===== src/rtl/tictactoe_pkg.sv =====
// tictactoe_pkg: shared cell, win and display-state encodings for the board display
package tictactoe_pkg;
    typedef enum logic [1:0] {EMPTY = 2'b00, X = 2'b01, O = 2'b10, BAD = 2'b11} xoro_t;
    typedef enum logic [1:0] {NONE = 2'b00, XWIN = 2'b01, OWIN = 2'b10, DRAW = 2'b11} win_t;
    typedef enum logic {PLAY = 1'b0, OVER = 1'b1} disp_state_t;
    localparam int BOARD_N = 3;
endpackage


===== src/rtl/led_scan_timer.sv =====
// led_scan_timer: row scan divider and blink phase generator
// Ports: ph1 clock, reset_n async active-low reset, row = currently scanned row (0..2),
//        blink_on = blink phase (1 = lit)
module led_scan_timer #(
    parameter int SCAN_DIV  = 4,
    parameter int BLINK_DIV = 8
) (
    input  logic       ph1,
    input  logic       reset_n,
    output logic [1:0] row,
    output logic       blink_on
);
    localparam int DW = $clog2(SCAN_DIV + 1);
    localparam int FW = $clog2(BLINK_DIV + 1);
    logic [DW-1:0] div_q, div_d;
    logic [FW-1:0] frame_q, frame_d;
    logic [1:0]    row_q, row_d;
    logic          blink_q, blink_d, tc, wrap, fend;
    always_comb begin
        tc      = div_q == DW'(SCAN_DIV - 1);
        wrap    = tc && row_q == 2'd2;
        fend    = wrap && frame_q == FW'(BLINK_DIV - 1);
        div_d   = tc ? '0 : div_q + DW'(1);
        row_d   = tc ? (row_q == 2'd2 ? 2'd0 : row_q + 2'd1) : row_q;
        frame_d = fend ? '0 : wrap ? frame_q + FW'(1) : frame_q;
        blink_d = fend ? ~blink_q : blink_q;
    end
    always_ff @(posedge ph1 or negedge reset_n) begin
        if (!reset_n) begin
            div_q   <= '0;
            row_q   <= '0;
            frame_q <= '0;
            blink_q <= 1'b1;
        end else begin
            div_q   <= div_d;
            row_q   <= row_d;
            frame_q <= frame_d;
            blink_q <= blink_d;
        end
    end
    assign row      = row_q;
    assign blink_on = blink_q;
endmodule


===== src/rtl/tictactoe_board_display.sv =====
// tictactoe_board_display: board mirror, game status and tallies scanned onto a 3x3 bi-colour LED matrix
// Ports: ph1/reset_n clock and async active-low reset; xoroout/rowout/colout move from the core;
//        win/err core status; clr new game; row_sel/led_x/led_o matrix drive; err_led, game_over,
//        x_score/o_score/draw_count status and saturating tallies
module tictactoe_board_display
    import tictactoe_pkg::*;
#(
    parameter int SCAN_DIV  = 4,
    parameter int BLINK_DIV = 8,
    parameter int SCORE_W   = 4
) (
    input  logic               ph1,
    input  logic               reset_n,
    input  logic [1:0]         xoroout,
    input  logic [1:0]         rowout,
    input  logic [1:0]         colout,
    input  logic [1:0]         win,
    input  logic               err,
    input  logic               clr,
    output logic [2:0]         row_sel,
    output logic [2:0]         led_x,
    output logic [2:0]         led_o,
    output logic               err_led,
    output logic               game_over,
    output logic [SCORE_W-1:0] x_score,
    output logic [SCORE_W-1:0] o_score,
    output logic [SCORE_W-1:0] draw_count
);
    logic [8:0][1:0]    board_q, board_d;
    disp_state_t        state_q, state_d;
    logic               armed_q, armed_d, err_q, err_d;
    logic [SCORE_W-1:0] xs_q, xs_d, os_q, os_d, ds_q, ds_d;
    logic [2:0]         row_sel_q, row_sel_d, led_x_q, led_x_d, led_o_q, led_o_d;
    logic [1:0]         row;
    logic               blink_on, dark, is_move, coord_ok;
    logic [3:0]         idx, cell_idx;
    xoro_t              mv;
    win_t               wn;

    led_scan_timer #(.SCAN_DIV(SCAN_DIV), .BLINK_DIV(BLINK_DIV)) u_timer (
        .ph1      (ph1),
        .reset_n  (reset_n),
        .row      (row),
        .blink_on (blink_on)
    );

    always_comb begin
        mv       = xoro_t'(xoroout);
        wn       = win_t'(win);
        is_move  = mv == X || mv == O;
        coord_ok = rowout != 2'd3 && colout != 2'd3;
        idx      = 4'(rowout) * 4'(BOARD_N) + 4'(colout);
        board_d  = board_q;
        state_d  = state_q;
        armed_d  = armed_q;
        err_d    = err_q;
        xs_d     = xs_q;
        os_d     = os_q;
        ds_d     = ds_q;
        if (clr) begin
            board_d = '0;
            err_d   = 1'b0;
            state_d = PLAY;
        end else begin
            if (err) err_d = 1'b1;
            if (state_q == PLAY) begin
                if (is_move) begin
                    if (coord_ok && board_q[idx] == EMPTY) board_d[idx] = xoroout;
                    else err_d = 1'b1;
                end
                if (mv == BAD) err_d = 1'b1;
                if (wn != NONE && armed_q) begin
                    state_d = OVER;
                    armed_d = 1'b0;
                    if (wn == XWIN && xs_q != '1) xs_d = xs_q + SCORE_W'(1);
                    if (wn == OWIN && os_q != '1) os_d = os_q + SCORE_W'(1);
                    if (wn == DRAW && ds_q != '1) ds_d = ds_q + SCORE_W'(1);
                end
            end
        end
        // a sampled "no result" re-arms counting, so a win held across clr counts once
        if (wn == NONE) armed_d = 1'b1;
        // strobe and data come from the same row value so they switch on the same edge
        dark      = state_q == OVER && !blink_on;
        row_sel_d = 3'b001 << row;
        led_x_d   = '0;
        led_o_d   = '0;
        cell_idx  = '0;
        for (int c = 0; c < BOARD_N; c++) begin
            cell_idx   = 4'(row) * 4'(BOARD_N) + 4'(c);
            led_x_d[c] = !dark && board_q[cell_idx] == X;
            led_o_d[c] = !dark && board_q[cell_idx] == O;
        end
    end

    always_ff @(posedge ph1 or negedge reset_n) begin
        if (!reset_n) begin
            board_q   <= '0;
            state_q   <= PLAY;
            armed_q   <= 1'b1;
            err_q     <= 1'b0;
            xs_q      <= '0;
            os_q      <= '0;
            ds_q      <= '0;
            row_sel_q <= 3'b001;
            led_x_q   <= '0;
            led_o_q   <= '0;
        end else begin
            board_q   <= board_d;
            state_q   <= state_d;
            armed_q   <= armed_d;
            err_q     <= err_d;
            xs_q      <= xs_d;
            os_q      <= os_d;
            ds_q      <= ds_d;
            row_sel_q <= row_sel_d;
            led_x_q   <= led_x_d;
            led_o_q   <= led_o_d;
        end
    end

    assign row_sel    = row_sel_q;
    assign led_x      = led_x_q;
    assign led_o      = led_o_q;
    assign err_led    = err_q;
    assign game_over  = state_q == OVER;
    assign x_score    = xs_q;
    assign o_score    = os_q;
    assign draw_count = ds_q;
endmodule

===== config.mk =====
export PLATFORM = sky130hd
export DESIGN_NAME = tictactoe_board_display
export DESIGN_NICKNAME = d
export VERILOG_FILES = /design/src/rtl/tictactoe_pkg.sv /design/src/rtl/led_scan_timer.sv /design/src/rtl/tictactoe_board_display.sv
export SDC_FILE = /design/constraint.sdc
export NUM_CORES = 1
export LEC_CHECK = 0
export ABC_AREA = 0
export ABC_CLOCK_PERIOD_IN_PS = 5450
export CORE_ASPECT_RATIO = 0.6
export CORE_MARGIN = 10
export CORE_UTILIZATION = 40
export DETAILED_ROUTE_END_ITERATION = 16
export PLACE_DENSITY = 0.66
export SETUP_SLACK_MARGIN = 0.5
export SLEW_MARGIN = 0
export SYNTH_ARGS = -nofsm -noshare
export SYNTH_HDL_FRONTEND = slang
export SYNTH_SLANG_ARGS = --single-unit

===== constraint.sdc =====
create_clock -name ph1 -period 5.45 [get_ports ph1]
set_clock_uncertainty 0.15 [all_clocks]
set_input_delay 0.8175 -clock ph1 [delete_from_list [all_inputs] [get_ports ph1]]
set_output_delay 0.8175 -clock ph1 [all_outputs]
set_load 0.05 [all_outputs]

==> summary.md <==
| Metric | Value |
|---|---|
| Status | complete, no violations |
| First-pass GRT wire length | between 10 and 15 mm |
| Max Clk Rate | approximately 290 MHz |
| Final hold violation count | 0 |
| Synthesized net count | 293 |
| Max-slew violation count | 0 |
| Tmin final | between 3 and 4 ns |
| Root Driver | clkbuf_16 |
| Top-count cell post-synth | dfrtp_1 |
| CTS Hold Bufs | 0 |
| TNS Setup | 0 ns |
| RSZ-0062 raised after global routing | false |
| Highest fanout seen on the critical path | 10 |
| Finished Cell Area | 3530 µm² |
| Tcrit/Tclk final | between 60% and 70% |
| Layout Nets | around 330 |
| Initial Util | 41.0% |
| Syn_area_per_cell | about 11 µm² |
| CTS buffer count | 5 |
| Register area | 1310 µm² |
| Yosys cell types | 52 |
| Synth top area share | about two fifths |
| Clk sinks | 52 |
| 1st-pass router iterations | 4 |
| Main synth FF type | dfrtp_1 |
| Power Dens Cells | between 300 and 400 nW/µm² |
| Proportion of layout cells with a drive suffix above 1 | around a tenth |
| Die Wd | between 100 and 150 µm |
| Initial DRC count | around 150 |
| Detail Route Antenna Nets | 0 |
| Detailed placement HPWL | ~5.0 mm |
| Vias/cell | approximately 5.4 |
| Startpoint Class | primary input |
| Layout filler cell count | approximately 670 |
| R2R Setup Slk | 2.73 ns |
| WL/cell | 16.7 µm |
| CTS tree | built |
| Final wirelength | between 6 and 7 mm |
| Critical path's top delay family | simple AND/OR/NAND/NOR gates |
| Yosys top cell by area | dfrtp_1 |
| Area growth syn-to-layout | 18.9% |
| Req. time, crit path | 5.52 ns |
| Largest stage delay, worst path | about 0.7 ns |
| FF+latch count, synth | 52 |
| Clock slew at reported path FFs | about 0.07 ns |
| Post-synth EDFFs | 0 |
| DIE AREA | roughly 11,000 µm² |
| Multi-input logic area | 1590 µm² |
| Leak | roughly 0.0015 µW |
| Max H-tree Level | 2 |
| Row cnt | 24 |
| Synth Instances | around 260 |
| Number of remaining DRC errors | 0 |
| Gpl congestion | approximately 0.87 |
| CTS resizes | 0 |
| Netlist Area Pre-Place | 2970 µm² |
| Maximum clock path buffer count | 2 |
| Num ports | 35 |
| Slew @ Worst Pin | about 0.75 ns |
| Vias in the first global route | roughly 2.1k |
| Buf+Inv Stages, Crit Path | 1 |
| Antenna violations before repair | 0 |
| Die H | approximately 87 µm |
| Number of I/O port buffers | 34 |
| Placed inst area | around 3400 µm² |
| CP Capture Type | flop |
| Core footprint | about 7200 µm² |
| GRT overflow | 0 |
| GRT Total Usage | 12.1% |
| Synth Warn # | 0 |
| Worst skew pair latency | approximately 0.30 ns |
| Max-Cap Viols | 0 |
| Worst path arrival time | approximately 3.6 ns |
| Top cell types by occurrence after synthesis | dfrtp_1 (49), ha_1 (16), nor2_1 (16), nand2_1 (13), nand2b_1 (13) |
| Diode count | 0 |
| Seq/Total Area, Yosys | 44.0% |
| Setup bufs post-CTS | 0 |
| Crit Path Class | primary input to flop |
| Largest net degree at the start of global routing | between 50 and 60 |
| Relative slew slack | ~50% |
| Ys async rst share | between 90% and 100% |
| Hold WC Path Type | flop to flop |
| Top post-synthesis cells by area | dfrtp_1 (41%), ha_1 (6.7%), mux2i_1 (4.0%) |
| Via count | about 2.2k |
| Critical-path cell list | clkdlybuf4s50_1, fa_1, ha_1, nor4b_1, or4_1, nand3_2, mux2i_1 |
| CP max stage cell | or4_1 |
| Final setup fails | 0 |
| Peak VDD IR | between 0.1 and 0.15 mV |
==> layer usage <==
layer  up-vias  part of all wire (%)  global-route usage [%]
li1       1048                     -                       -
met1      1048                    56                    18.1
met2        54                    38                    16.2
met3         7                   5.1                    3.35
met4         0                   1.1                    3.96
met5         -                     0                       0
==> placed cells by master (no fill, tap or decap), drive strengths merged, types with 3 or more instances in the layout <==
| cell | count |
|---|---|
| nor4 | 4 |
| nor2 | 16 |
| a211oi | 3 |
| nand3 | 15 |
| nor2b | 5 |
| dfstp | 3 |
| and3 | 6 |
| clkbuf | 5 |
| inv | 4 |
| dfrtp | 49 |
| nor4b | 8 |
| a21oi | 11 |
| xor2 | 4 |
| buf | 3 |
| mux2i | 12 |
| a31oi | 5 |
| nor3 | 4 |
| nand4 | 3 |
| nand2 | 13 |
| clkdlybuf4s50 | 33 |
| o21ai | 11 |
| mux4 | 7 |
| or4 | 3 |
| ha | 16 |
| and4 | 3 |
| nand2b | 13 |
| mux2 | 6 |
| xnor2 | 8 |
==> flip-flops by register name (all words and copies together) (netlist names) <==
register          count
armed_q               1
board_q              18
draw_count            4
err_led               1
game_over             1
led_o                 3
led_x                 3
o_score               4
row_sel               3
u_timer.blink_on      1
u_timer.div_q         3
u_timer.frame_q       4
u_timer.row           2
x_score               4
==> final cells by class <==
| cell class | instances | area share [%] |
|---|---|---|
| flip-flops and latches | 52 | 37.0 |
| clock buffers | 5 | 3.54 |
| repair buffers | 36 | 9.93 |
| inverters | 4 | 0.425 |
| clock inverters | 2 | 0.354 |
| well taps | 104 | 3.69 |
| multi-input cells | 198 | 45.1 |
==> path summary, 6_finish.rpt <==
check | startpoint | end | cells past startpoint
setup / recovery | rowout[1] | board_q[9]$_DFFE_PN0P_ | 7
hold / removal | u_timer.div_q[0]$_DFF_PN0_ | u_timer.div_q[0]$_DFF_PN0_ | 1
setup reg to reg | u_timer.row[0]$_DFFE_PN0P_ | led_x[2]$_DFF_PN0_ | 5
hold reg to reg | u_timer.div_q[0]$_DFF_PN0_ | u_timer.div_q[0]$_DFF_PN0_ | 1
max in group asynchronous | reset_n | u_timer.div_q[1]$_DFF_PN0_ | 2
min in group asynchronous | reset_n | board_q[9]$_DFFE_PN0P_ | 2
==> per-stage QoR <==
step	utilization, %	worst slack (ns)	std cells	hold WS, ns	total power (µW)
finish	48.8	1.97	401	0.288	1120
floorplan	-	2.43	263	0.260	697
global route	48.8	1.80	401	0.301	1170
CTS	48.8	1.97	401	0.292	1130
global placement	46.9	1.76	394	0.270	815
detailed placement	46.9	1.67	394	0.283	818
==> cell families after synthesis <==
family / share of synthesized area, %
AND/OR/NAND/NOR: 20.6
AO/OA/AOI/OAI: 9.15
adder cells (fa/ha/maj): 8.09
multiplexers: 12.3
flip-flops: 44.0
XOR/XNOR: 3.54
buffers and inverters: 2.40
==> power breakdown <==
part	total, µW	internal (µW)	switching (µW)
clock	310	167	143
combinational	343	125	218
sequential	466	424	42.2
total	1120	716	403
Note: power is estimated with default switching activity, not from simulation.
